**src/rtl/apb_master_bridge.sv**
```systemverilog
// APB master bridge: turns valid/ready commands into APB transfers
// and returns each completion, slave error or timeout as a held response.
//
// Ports
//   pclk, rst_n                       clock, async active-low reset
//   req_valid/req_ready               command handshake (ready only in IDLE)
//   req_write, req_addr, req_wdata    command payload
//   rsp_valid/rsp_ready               response handshake (valid only in RESP)
//   rsp_rdata, rsp_err, rsp_timeout   response payload
//   psel, penable, pwrite, paddr,
//   pwdata, prdata, pready, pslverr   APB master side
module apb_master_bridge #(
   parameter int ADDR_W  = 32,
   parameter int DATA_W  = 32,
   parameter int TIMEOUT = 16
) (
   input  logic              pclk,
   input  logic              rst_n,
   input  logic              req_valid,
   output logic              req_ready,
   input  logic              req_write,
   input  logic [ADDR_W-1:0] req_addr,
   input  logic [DATA_W-1:0] req_wdata,
   output logic              rsp_valid,
   input  logic              rsp_ready,
   output logic [DATA_W-1:0] rsp_rdata,
   output logic              rsp_err,
   output logic              rsp_timeout,
   output logic              psel,
   output logic              penable,
   output logic              pwrite,
   output logic [ADDR_W-1:0] paddr,
   output logic [DATA_W-1:0] pwdata,
   input  logic [DATA_W-1:0] prdata,
   input  logic              pready,
   input  logic              pslverr
);

   typedef enum logic [1:0] {
      IDLE   = 2'd0,
      SETUP  = 2'd1,
      ACCESS = 2'd2,
      RESP   = 2'd3
   } state_t;

   localparam logic [7:0] TO_LIM = 8'(TIMEOUT);

   state_t     state;
   state_t     state_nxt;
   logic [7:0] wait_cnt;
   logic [7:0] wait_inc;
   logic       init_done;
   logic       accept;
   logic       acc_done;
   logic       acc_abort;

   // req_ready stays low through reset and comes up on the first
   // edge after release, so a command can never land on that edge.
   always_ff @(posedge pclk or negedge rst_n) begin
      if (!rst_n) begin
         init_done <= 1'b0;
      end else begin
         init_done <= 1'b1;
      end
   end

   assign req_ready = init_done && (state == IDLE);
   assign accept    = req_valid && req_ready;
   assign wait_inc  = wait_cnt + 8'd1;

   // pready wins over the timeout on the edge the limit would be hit.
   assign acc_done  = (state == ACCESS) && pready;
   assign acc_abort = (state == ACCESS) && !pready && (wait_inc == TO_LIM);

   assign psel      = (state == SETUP) || (state == ACCESS);
   assign penable   = (state == ACCESS);
   assign rsp_valid = (state == RESP);

   always_ff @(posedge pclk or negedge rst_n) begin
      if (!rst_n) begin
         state <= IDLE;
      end else begin
         state <= state_nxt;
      end
   end

   always_comb begin
      state_nxt = state;
      unique case (state)
         IDLE: begin
            if (accept) begin
               state_nxt = SETUP;
            end
         end
         SETUP: begin
            state_nxt = ACCESS;
         end
         ACCESS: begin
            if (acc_done || acc_abort) begin
               state_nxt = RESP;
            end
         end
         RESP: begin
            if (rsp_ready) begin
               state_nxt = IDLE;
            end
         end
         default: begin
            state_nxt = IDLE;
         end
      endcase
   end

   // Wait-state counter: cleared as SETUP is entered, counts
   // ACCESS cycles in which the slave holds pready low.
   always_ff @(posedge pclk or negedge rst_n) begin
      if (!rst_n) begin
         wait_cnt <= 8'd0;
      end else if (accept) begin
         wait_cnt <= 8'd0;
      end else if ((state == ACCESS) && !pready) begin
         wait_cnt <= wait_inc;
      end
   end

   // Command fields are held from acceptance until the next command,
   // so they remain stable through SETUP/ACCESS and linger afterwards.
   always_ff @(posedge pclk or negedge rst_n) begin
      if (!rst_n) begin
         pwrite <= 1'b0;
         paddr  <= '0;
         pwdata <= '0;
      end else if (accept) begin
         pwrite <= req_write;
         paddr  <= req_addr;
         pwdata <= req_wdata;
      end
   end

   always_ff @(posedge pclk or negedge rst_n) begin
      if (!rst_n) begin
         rsp_rdata   <= '0;
         rsp_err     <= 1'b0;
         rsp_timeout <= 1'b0;
      end else if (acc_done) begin
         rsp_rdata   <= pwrite ? '0 : prdata;
         rsp_err     <= pslverr;
         rsp_timeout <= 1'b0;
      end else if (acc_abort) begin
         rsp_rdata   <= '0;
         rsp_err     <= 1'b1;
         rsp_timeout <= 1'b1;
      end
   end

endmodule

```
**config.mk**
```make
export PLATFORM = sky130hd
export DESIGN_NAME = apb_master_bridge
export DESIGN_NICKNAME = d
export VERILOG_FILES = /design/src/rtl/apb_master_bridge.sv
export SDC_FILE = /design/constraint.sdc
export NUM_CORES = 1
export LEC_CHECK = 0
export CAP_MARGIN = 5
export CORE_ASPECT_RATIO = 1.75
export CORE_MARGIN = 4
export CORE_UTILIZATION = 45
export CTS_CLUSTER_SIZE = 8
export DETAILED_ROUTE_END_ITERATION = 6
export PLACE_DENSITY = 0.92
export SKIP_CTS_REPAIR_TIMING = 1
export SLEW_MARGIN = 30
export SYNTH_ARGS = -nofsm -noshare
export SYNTH_HDL_FRONTEND = slang
export SYNTH_SLANG_ARGS = --single-unit
```
**constraint.sdc**
```tcl
create_clock -name pclk -period 4.2 [get_ports pclk]
set_clock_uncertainty 0.15 [all_clocks]
set_input_delay 0.84 -clock pclk [delete_from_list [all_inputs] [get_ports pclk]]
set_output_delay 0.84 -clock pclk [all_outputs]
set_load 0.01 [all_outputs]
```
-- Word level (Yosys, flattened, before mapping)
Index checks and enable logic that the tools add are counted.
- mux-type cells: 12
- eq/ne operators: 7
- reduce and logical (&&, ||, !) cells: 12
- $add $sub $neg: 1
- operators by type and width (kind ; count):
    $mux 32 ; 3
    $mux 8 ; 2
    $add 8x1->8 const B ; 1
    $eq 8x5->1 const B ; 1
    $pmux 2 s4 ; 1
    $mux 2 ; 3
    $logic_and 1x1->1 ; 5
    $eq 2x2->1 const B ; 2
    $ne 2x1->1 const B ; 2
    $reduce_bool 2->1 ; 2
    $mux 1 ; 3
    $reduce_and 3->1 ; 1
    $eq 2x1->1 const B ; 1
    $logic_not 2->1 ; 1
    $logic_or 1x1->1 ; 2
    $ne 2x2->1 const B ; 1
    $logic_not 1->1 ; 1
- logic and storage cells: 41
- input port bits: 103
- register bits: 110
- output and inout port bits: 103

-- Longest topological paths before layout
- word-level depth: 6
- gate-level depth with buffers: 10
- mapped depth without buffers: 7

-- Worst setup path after synthesis
Ideal clock, no wire load.
- kind: input to register
- from: input port pready
- to: register state[1]
- cell stages on the path: 7
- path slack: 1756 ps
- data required time: 3922 ps
- buffers on the path: 2
- setup time: 128 ps
- arrival: 2167 ps
- cells stage by stage: nor2b_1 -> buf_2 -> nand4b_1 -> a2111o_1 -> buf_6 -> a21oi_4 -> mux2_1
- longest elaborated chain between the ends: 6
- elaborated cells on any way between the ends: 7
- classes of those cells: eq/ne (1); reduce/logical (6)
- ends and longest elaborated chain (element ; line ; source):
    start, declared ; 35 ; input logic pready,
    $logic_not 1->1 ; 73 ; assign acc_abort = (state == ACCESS) && !pready && (wait_inc == TO_LIM);
    $logic_and 1x1->1 (2 in series) ; 73 ;
    $logic_or 1x1->1 (*) ; 99 ; if (acc_done || acc_abort) begin
    $ne 2x1->1 (no source line) (*) ; -- ;
    $reduce_and 3->1 (no source line) (*) ; -- ;
    end signal, assigned ; 83 ; state <= state_nxt;
    end, declared ; 48 ; state_t state;
Mark *: on every way between the ends. The rest lies on a longest branch, timed or not.
A chain may end at the register's enable or synchronous reset.

-- Final worst setup path
- from: register pwrite
- to: output port pwrite
- RTL lines (element ; line ; source):
    start, declared ; 31 ; output logic pwrite,
    start signal, assigned ; 134 ; pwrite <= req_write;
No word-level cell between the ends.

==> reports/results.ini <==
[hold_path]
hold_depth=2
min_path_type=reg -> reg
hold_path_startpoint=pwdata[14]$_DFFE_PN0P_
min_to=pwdata[14]$_DFFE_PN0P_

[timing]
tightest_slew_ns=0.844
final.setup.worst_slack_ns=1.29
slew_viol_final=0
period_share=0.693
max_freq_mhz=344
period_minus_slack_ns=2.91
hold_viol_final=0
rsz0062_at_grt=no
relSlewSlack=0.438
setup-tns-final_ns=0
hold-worst-slack_ns=0.323
setup_viol=0

[route]
drtIter0Drc=184
drc_errors=0
routed_wl_mm=13.0
avgViaCountPerCell=5.01
drt-wirelength-per-cell_um=16.0
ant_nets=0
drt_first_pass_iters=4
vias=4075

[place]
dpl.cell_count=798
place_hpwl_mm=9.71
place_ws_ns=0.993
placed_area_sq_um=6680
io_buffers=205
place.gp.congestion=0.800

[cells_and_area]
utilization=0.705
fillerInstances=744
drive_above_1_share=0.0378
fin_area_sq_um=6980
areaGrowthSynthToFinish_pct=53.2
nets=793
num_antenna_cells=0
stdcell_count=813

[worst_setup_path]
critPathBufInv=1
cp.arrival_ns=1.92
path_delay_family=flip-flops
rr_startpoint=state[0]$_DFFE_PN0P_
r2r_end=state[1]$_DFFE_PN0P_
rrSetupSlack_ns=1.47
cp_max_fo=34
slowest_stage=dfrtp_1
worstSetupStartpointType=flip-flop
path_cells=clkdlybuf4s50_1
endpoint_kind=primary output
max_stage_delay_ns=0.89
reg2reg_depth=9
worstSetupPathType=reg -> out
critPathRequiredTime_ns=3.21

[cts]
cts_root_buffer=clkbuf_16
tritoncts=done
cts.reportedPaths.clkPinSlew_ns=0.07
clockBufferDepth=2
cts_buffers=9
htreeDepth=3
insertion_delay_ns=0.34
cts.sinks=110

[die]
rows=48
start_util=0.460
chipWidth_um=84.1
core_sq_um=9910
die_y_um=141
die_area_sq_um=11900
io-pin-count=206

[grt]
antenna_found_initial=0
grt_overflow_total=0
grt_pass1_vias=4250
track_usage=0.219
grt_pass1_wl_mm=20.9
grt_max_degree=81

[synthesis]
syn_inst=493
synth_cell_types=30
async_flop_share=1.00
synth_edf_count=0
ys_warn_count=0
syn_avg_cell_area_sq_um=9.24
yosysSeqAreaShare=0.604
netlist_area_sq_um=4560
synth_ff_type=dfrtp_1
ys_ff_latch=110
syn_nets=602

[run_status]
status=complete, no violations

[pwr]
ir_worst_vdd_mv=0.414
total_power_mw=4.82
leakage_nw=3.27
powerDensity_nw_per_um2=690

[job]
cap_violations=0

cell type report:
cell class | count | area, sq um | area share
flip-flops and latches | 110 | 2750 | 0.394
repair buffers | 212 | 2110 | 0.302
multi-input cells | 348 | 1660 | 0.238
clock buffers | 11 | 243 | 0.0348
well taps | 125 | 156 | 0.0224
clock inverters | 4 | 55.1 | 0.00788
inverters | 3 | 11.3 | 0.00161
Yosys cell counts (all sizes together), types with 3 or more instances:
library cell	n	area, sq um
nand2	201	754
nor2	10	37.5
inv	3	11.3
nand3	36	180
a21oi	4	31.3
xor2	5	43.8
o21ai	34	170
dfrtp	110	2750
buf	8	50.1
ha	6	75.1
nand2b	32	200
clkbuf	24	90.1
nand4	3	18.8
xnor2	4	35.0
power by group:
| part | internal, mW | leakage (nW) | switching, mW |
|---|---|---|---|
| sequential | 1.53 | 1.39 | 0.309 |
| combinational | 1.18 | 1.73 | 0.953 |
| clock | 0.479 | 0.142 | 0.368 |
registers in the layout (all words and copies together) (netlist names):
name / count
wait_cnt: 8
paddr: 32
init_done: 1
rsp_rdata: 32
rsp_timeout: 1
pwdata: 32
rsp_err: 1
state: 2
pwrite: 1
cells in the final DEF (no fill, tap or decap), drive strengths merged, types with 3 or more instances in the layout:
master,instances
nand2,201
inv,4
clkbuf,11
nor2,10
dfrtp,110
nand2b,32
nand4,3
ha,6
xor2,5
buf,8
xnor2,4
a21oi,4
o21ai,34
clkdlybuf4s50,204
nand3,36
logic make-up (layout without fill, tap and decap cells):
logic type               Yosys count  after routing  share of synthesized area
other                              1              1                   0.000823
AO/OA/AOI/OAI                     42             42                     0.0522
XOR/XNOR                           9              9                     0.0173
multiplexers                       2              2                    0.00467
adder cells (fa/ha/maj)            6              6                     0.0165
buffers and inverters             35            230                     0.0332
AND/OR/NAND/NOR                  288            288                      0.271
flip-flops                       110            110                      0.604
worst max path at each step:
stage / startpoint / end / slack (ns) / cells after the start
floorplan: pready / state[1]$_DFFE_PN0P_ / 1.76 / 7
global placement: pready / state[1]$_DFFE_PN0P_ / 1.11 / 8
detailed placement: pready / state[1]$_DFFE_PN0P_ / 0.99 / 8
CTS: pwrite$_DFFE_PN0P_ / pwrite / 1.26 / 1
global route: pwrite$_DFFE_PN0P_ / pwrite / 1.15 / 1
finish: pwrite$_DFFE_PN0P_ / pwrite / 1.29 / 1
layer usage:
| metal | global-route usage | up-vias | part of all wire |
|---|---|---|---|
| li1 | - | 1943 | - |
| met1 | 0.240 | 1923 | 0.36 |
| met2 | 0.393 | 175 | 0.53 |
| met3 | 0.0655 | 34 | 0.074 |
| met4 | 0.0839 | 0 | 0.029 |
| met5 | 0 | - | 0 |
Power figures use the tool's default switching activity.
